`src/rtl/fxp_pkg.sv`:
```
// Shared widths, rounding-mode encoding and saturation helper for the fixed-point multiplier.
package fxp_pkg;

  typedef enum logic {
    RND_TRUNC   = 1'b0,
    RND_HALF_UP = 1'b1
  } round_mode_e;

  // Full word width: sign + integer + fraction bits.
  function automatic int unsigned fxp_w(input int unsigned q_m, input int unsigned q_n);
    return 1 + q_m + q_n;
  endfunction

  // Magnitude width: integer + fraction bits.
  function automatic int unsigned fxp_mw(input int unsigned q_m, input int unsigned q_n);
    return q_m + q_n;
  endfunction

  // All-ones magnitude of the given width, returned wide; callers cast to their width.
  function automatic logic [127:0] fxp_sat_mag(input int unsigned mw);
    return (128'(1) << mw) - 128'(1);
  endfunction

endpackage

```
`src/rtl/fxp_mul_lane.sv`:
```
// One lane of the sign-magnitude multiplier: S2 product register and S3 round/saturate/output register.
module fxp_mul_lane
  import fxp_pkg::*;
#(
  parameter int unsigned Q_M = 16,
  parameter int unsigned Q_N = 16,
  localparam int unsigned W  = fxp_w(Q_M, Q_N)
) (
  input  logic        clk,
  input  logic        reset,
  input  logic        en,
  input  logic [W-1:0] a,
  input  logic [W-1:0] b,
  input  round_mode_e rmode,
  output logic [W-1:0] y,
  output logic        ovf
);

  localparam int unsigned MW = fxp_mw(Q_M, Q_N);
  localparam int unsigned PW = 2 * MW;
  localparam int unsigned RW = PW + 1;
  localparam logic [MW-1:0] SAT_MAG  = MW'(fxp_sat_mag(MW));
  localparam logic [RW-1:0] HALF_LSB = RW'(1) << (Q_N - 1);

  logic [PW-1:0] prod_q;
  logic          sign_q;
  round_mode_e   rmode_q;

  logic [RW-1:0] rsum;
  logic [RW-1:0] rshift;
  logic          sat;
  logic [MW-1:0] mag;
  logic          sgn;

  // S2: magnitude product and result sign.
  always_ff @(posedge clk) begin
    if (reset) begin
      prod_q  <= '0;
      sign_q  <= 1'b0;
      rmode_q <= RND_TRUNC;
    end else if (en) begin
      prod_q  <= PW'(a[MW-1:0]) * PW'(b[MW-1:0]);
      sign_q  <= a[W-1] ^ b[W-1];
      rmode_q <= rmode;
    end
  end

  // Round with one extra bit so the half-LSB carry survives, then saturate and clear negative zero.
  always_comb begin
    rsum   = RW'(prod_q) + ((rmode_q == RND_HALF_UP) ? HALF_LSB : '0);
    rshift = rsum >> Q_N;
    sat    = |rshift[RW-1:MW];
    mag    = sat ? SAT_MAG : rshift[MW-1:0];
    sgn    = (mag != '0) && sign_q;
  end

  // S3: registered lane result and overflow flag.
  always_ff @(posedge clk) begin
    if (reset) begin
      y   <= '0;
      ovf <= 1'b0;
    end else if (en) begin
      y   <= {sgn, mag};
      ovf <= sat;
    end
  end

endmodule

```
`src/rtl/fixed_point_mac_pipe.sv`:
```
// Three-stage, multi-lane sign-magnitude fixed-point multiplier with valid/ready backpressure.
module fixed_point_mac_pipe
  import fxp_pkg::*;
#(
  parameter int unsigned Q_M   = 16,
  parameter int unsigned Q_N   = 16,
  parameter int unsigned LANES = 1,
  localparam int unsigned W    = fxp_w(Q_M, Q_N)
) (
  input  logic               clk_i,
  input  logic               reset_i,
  input  logic               in_valid_i,
  output logic               in_ready_o,
  input  logic               round_mode_i,
  input  logic [LANES*W-1:0] a_i,
  input  logic [LANES*W-1:0] b_i,
  output logic               out_valid_o,
  input  logic               out_ready_i,
  output logic [LANES*W-1:0] y_o,
  output logic [LANES-1:0]   ovf_o
);

  logic               en;
  logic               s1_valid;
  logic               s2_valid;
  logic [LANES*W-1:0] a_q;
  logic [LANES*W-1:0] b_q;
  round_mode_e        rmode_q;

  // Whole pipeline advances only when the output slot is empty or being drained.
  assign en         = !out_valid_o || out_ready_i;
  assign in_ready_o = en;

  // Stage valid bits; bubbles travel with the data and are never collapsed.
  always_ff @(posedge clk_i) begin
    if (reset_i) begin
      s1_valid    <= 1'b0;
      s2_valid    <= 1'b0;
      out_valid_o <= 1'b0;
    end else if (en) begin
      s1_valid    <= in_valid_i;
      s2_valid    <= s1_valid;
      out_valid_o <= s2_valid;
    end
  end

  // S1: capture operands and rounding mode with the beat.
  always_ff @(posedge clk_i) begin
    if (reset_i) begin
      a_q     <= '0;
      b_q     <= '0;
      rmode_q <= RND_TRUNC;
    end else if (en) begin
      a_q     <= a_i;
      b_q     <= b_i;
      rmode_q <= round_mode_e'(round_mode_i);
    end
  end

  for (genvar k = 0; k < LANES; k++) begin : g_lane
    fxp_mul_lane #(
      .Q_M(Q_M),
      .Q_N(Q_N)
    ) u_lane (
      .clk   (clk_i),
      .reset (reset_i),
      .en    (en),
      .a     (a_q[k*W +: W]),
      .b     (b_q[k*W +: W]),
      .rmode (rmode_q),
      .y     (y_o[k*W +: W]),
      .ovf   (ovf_o[k])
    );
  end

endmodule

```
`config.mk`:
```
export PLATFORM = sky130hd
export DESIGN_NAME = fixed_point_mac_pipe
export DESIGN_NICKNAME = d
export VERILOG_FILES = /design/src/rtl/fxp_pkg.sv /design/src/rtl/fxp_mul_lane.sv /design/src/rtl/fixed_point_mac_pipe.sv
export SDC_FILE = /design/constraint.sdc
export NUM_CORES = 2
export LEC_CHECK = 0
export BUFFER_PORTS_ARGS = -buffer_cell sky130_fd_sc_hd__buf_2
export CORE_AREA = 2 2 272 274
export DETAILED_ROUTE_END_ITERATION = 8
export DIE_AREA = 0 0 274 276
export PLACE_DENSITY = 0.71
export SLEW_MARGIN = 5
export SYNTH_ARGS = -nofsm -noshare
export SYNTH_HDL_FRONTEND = slang
export SYNTH_SLANG_ARGS = --single-unit
```
`constraint.sdc`:
```
create_clock -name clk_i -period 9 [get_ports clk_i]
set_clock_uncertainty 0.05 [all_clocks]
set_input_delay 2.25 -clock clk_i [delete_from_list [all_inputs] [get_ports clk_i]]
set_output_delay 2.25 -clock clk_i [all_outputs]
set_load 0.1 [all_outputs]
```
==> impl_metrics.env <==
export IMPL_drc=0
export IMPL_mostFrequentLayoutCell="fa_1"
export IMPL_cts_buffer_depth=2
export IMPL_fp_dieH_um=276
export IMPL_synth_seq_area_share_pct=7.834
export IMPL_die_area_um2=75620
export IMPL_fin_ws_ns=0.4692
export IMPL_synth_seq_cells=155
export IMPL_power_frac_clock_pct=9.1
export IMPL_clock_latency_ns=0.49
export IMPL_syn_nets=5697
export IMPL_post_cts_buffers=0
export IMPL_die_w_um=274
export IMPL_worst_pin_slew_ns=1.085
export IMPL_critPathKind="reg2reg"
export IMPL_combPwrFrac_pct=78.7
export IMPL_synth_top_cell_area_share_pct=45.23
export IMPL_finish_instance_area_um2=41840
export IMPL_startpoint_type="register"
export IMPL_cts_resized=0
export IMPL_worstHoldEndpoint="s2_valid"
export IMPL_row_count=99
export IMPL_hold_buffers=0
export IMPL_r2r_cells=24
export IMPL_clkTransAtPathRegs_ns=0.08
export IMPL_period_minus_slack_ns=8.531
export IMPL_r2r_slack_ns=0.47
export IMPL_p_int_uw=3981
export IMPL_run_status="completed"
export IMPL_hold_depth=2
export IMPL_placedInstanceArea_um2=41200
export IMPL_reg2reg_to="g_lane[0].u_lane.prod_q[58]"
export IMPL_ir_drop_mv=0.4177
export IMPL_syn_inst=4470
export IMPL_setup_viol=0
export IMPL_dp_cells=5370
export IMPL_start_util_pct=54.57
export IMPL_fillers=6538
export IMPL_port_buffers=106
export IMPL_syn2layout_area_growth_pct=5.626
export IMPL_drive_above_1_share_pct=6.460
export IMPL_cts_root_buffer="clkbuf_16"
export IMPL_syn_cell_area_um2=39610
export IMPL_yosys_warnings=0
export IMPL_cts_tree="done"
export IMPL_fin_crit_sh_pct=94.79
export IMPL_endpoint_kind="register"
export IMPL_ys_top_cells_by_area="fa_1, and2_1, inv_1, ha_1, dfxtp_1"
export IMPL_hp_class="reg2reg"
export IMPL_dp_hpwl_um=84780
export IMPL_critPathMaxFanout=22
export IMPL_worstHoldStart="s2_valid"
export IMPL_core_um2=72590
export IMPL_grt_pass1_wl_um=169000
export IMPL_seqCellArea_um2=3105
export IMPL_cts_sinks=155
export IMPL_crit_start="b_q[5]"
export IMPL_track_usage_pct=28.63
export IMPL_maxSlewViolCount=0
export IMPL_place_ws_ns=0.5459
export IMPL_async_flop_share_pct=0
export IMPL_p_sw_share_pct=55.18
export IMPL_power_switching_uw=4901
export IMPL_drtIter0Drc=2030
export IMPL_h_tree_depth=4
export IMPL_ant_nets=0
export IMPL_arrival_ns=8.88
export IMPL_gr_total_overflow=0
export IMPL_numCtsBuffers=17
export IMPL_grt_antenna_before_repair=2
export IMPL_yosysTopAreaCell="fa_1"
export IMPL_p_leak_uw=0.02064
export IMPL_rsz0062_at_grt="no"
export IMPL_finalPower_uw=8882
export IMPL_grt_start_max_net_pins=122
export IMPL_drt_vias_per_instance=5.498
export IMPL_seq_power_share_pct=12.2
export IMPL_r2r_start="b_q[5]"
export IMPL_finalHoldViolations=0
export IMPL_synthFlopType="dfxtp_1"
export IMPL_wl_per_cell_um=19.01
export IMPL_fmax_mhz=117.2
export IMPL_vias=29710
export IMPL_grt_pass1_vias=31850
export IMPL_routed_wl_um=102700
export IMPL_critPathRequiredTime_ns=9.35
export IMPL_timing_setup_tns_ns=0
export IMPL_drv_cap=0
export IMPL_gp_congestion=0.9023
export IMPL_synth_edff_count=0
export IMPL_multiInputGateArea_um2=32140
export IMPL_firstDrtPassIters=6
export IMPL_final_cell_mix="fa_1, inv_1, nand2_1"
export IMPL_avgSynthCellArea_um2=8.861
export IMPL_finalNonFillerCells=5403
export IMPL_final_nets=5657
export IMPL_synth_cell_type_count=73
export IMPL_pwr_density_cell_nw_per_um2=212.3
export IMPL_pin_count=107
export IMPL_relSlewSlack_pct=27.57
[registers in the layout, indices dropped and copies added (netlist names)]
name and flops:
a_q 33, b_q 33, out_valid_o 1, g_lane.u_lane.sign_q 1, s1_valid 1, s2_valid 1, rmode_q 1, g_lane.u_lane.prod_q 49
g_lane.u_lane.ovf 1, g_lane.u_lane.y 33, g_lane.u_lane.rmode_q 1
[cells in the mapped netlist, types with 6 or more instances]
library cell,n
fa_1,895
inv_1,873
nand2_1,695
and2_1,604
ha_1,261
clkbuf_1,259
a21oi_1,156
dfxtp_1,155
o21ai_0,69
nor2_1,60
xnor2_1,45
xor2_1,42
a31oi_1,38
nand3_1,36
nand4_1,34
a21o_1,30
nor3_1,17
a211oi_1,14
and3_1,13
a31oi_2,10
o21a_1,10
o211ai_1,9
nor2b_1,8
nor4_1,8
buf_2,7
o21bai_1,7
or3_1,7
nand2b_1,6
[area by class of cell]
cell class | instances | area share [%]
Clock buffer | 17 | 1.017
Inverter | 873 | 7.844
Multi-Input combinational cell | 3163 | 76.83
Antenna cell | 1 | 0.005981
Timing Repair Buffer | 220 | 3.499
Sequential cell | 155 | 7.423
Tap cell | 959 | 2.868
Clock inverter | 15 | 0.5114
[how the worst max path moves through the flow]
stage	to	slack, ns	cells past startpoint
floorplan	g_lane[0].u_lane.prod_q[61]	1.63	23
finish	g_lane[0].u_lane.prod_q[58]	0.47	24
CTS	g_lane[0].u_lane.prod_q[58]	0.43	24
detailed placement	g_lane[0].u_lane.prod_q[58]	0.55	23
global placement	g_lane[0].u_lane.prod_q[58]	0.63	24
global route	g_lane[0].u_lane.prod_q[58]	0.08	22
[worst max-delay path, cell delays in order (launching register included)]
cell and delay (ns):
dfxtp_1 0.88, buf_4 0.30, and2_1 0.17, fa_1 0.42
fa_1 0.49, fa_1 0.51, inv_1 0.05, fa_1 0.49
inv_1 0.06, fa_1 0.48, fa_1 0.50, fa_1 0.55
inv_1 0.07, fa_1 0.48, inv_1 0.04, ha_1 0.43
nand4_1 0.19, nor4_1 0.39, and3b_1 0.20, o2bb2ai_1 0.17
o21ai_0 0.22, o21ai_1 0.48, a21boi_0 0.27, or4_1 0.45
o211ai_1 0.09
[power by group through the flow]
stage	Clock [uW]	Sequential, uW	Combinational (uW)
finish	810	1080	6990
global route	838	1100	7760
CTS	818	1070	7010
floorplan	0	1100	4930
global placement	0	1090	6880
detailed placement	0	1090	6930
[logic make-up (layout without fill, tap and decap cells)]
kind of cell	count (synthesis)	in the layout	share of synthesized area, %
adders and majority gates	1156	1156	53.48
muxes	3	3	0.07582
other	0	1	0
DFF	155	155	7.834
and+or+nand+nor	1522	1522	19.47
xor gates and xnor gates	87	87	1.924
buffers and inverters	1152	1125	11.03
AOI/OAI and AO/OA	395	395	6.185
[stage by stage]
stage / utilization [%] / hold slack (ns)
3_5_place_dp: 56.75 / 0.3976
3_3_place_gp: 56.75 / 0.3900
2_1_floorplan: - / 0.3821
4_1_cts: 57.63 / 0.4091
6_report: 57.64 / 0.4126
5_1_grt: 57.63 / 0.4262
[metal layers]
layer / vias up / GRT usage, % / wire, um
li1: 13270 / - / -
met2: 968 / 48.70 / 51170
met3: 225 / 4.438 / 6656
met4: 0 / 10.66 / 4193
met1: 15240 / 36.85 / 40700
met5: - / 0 / 0
Note: power is estimated with default switching activity, not from simulation.
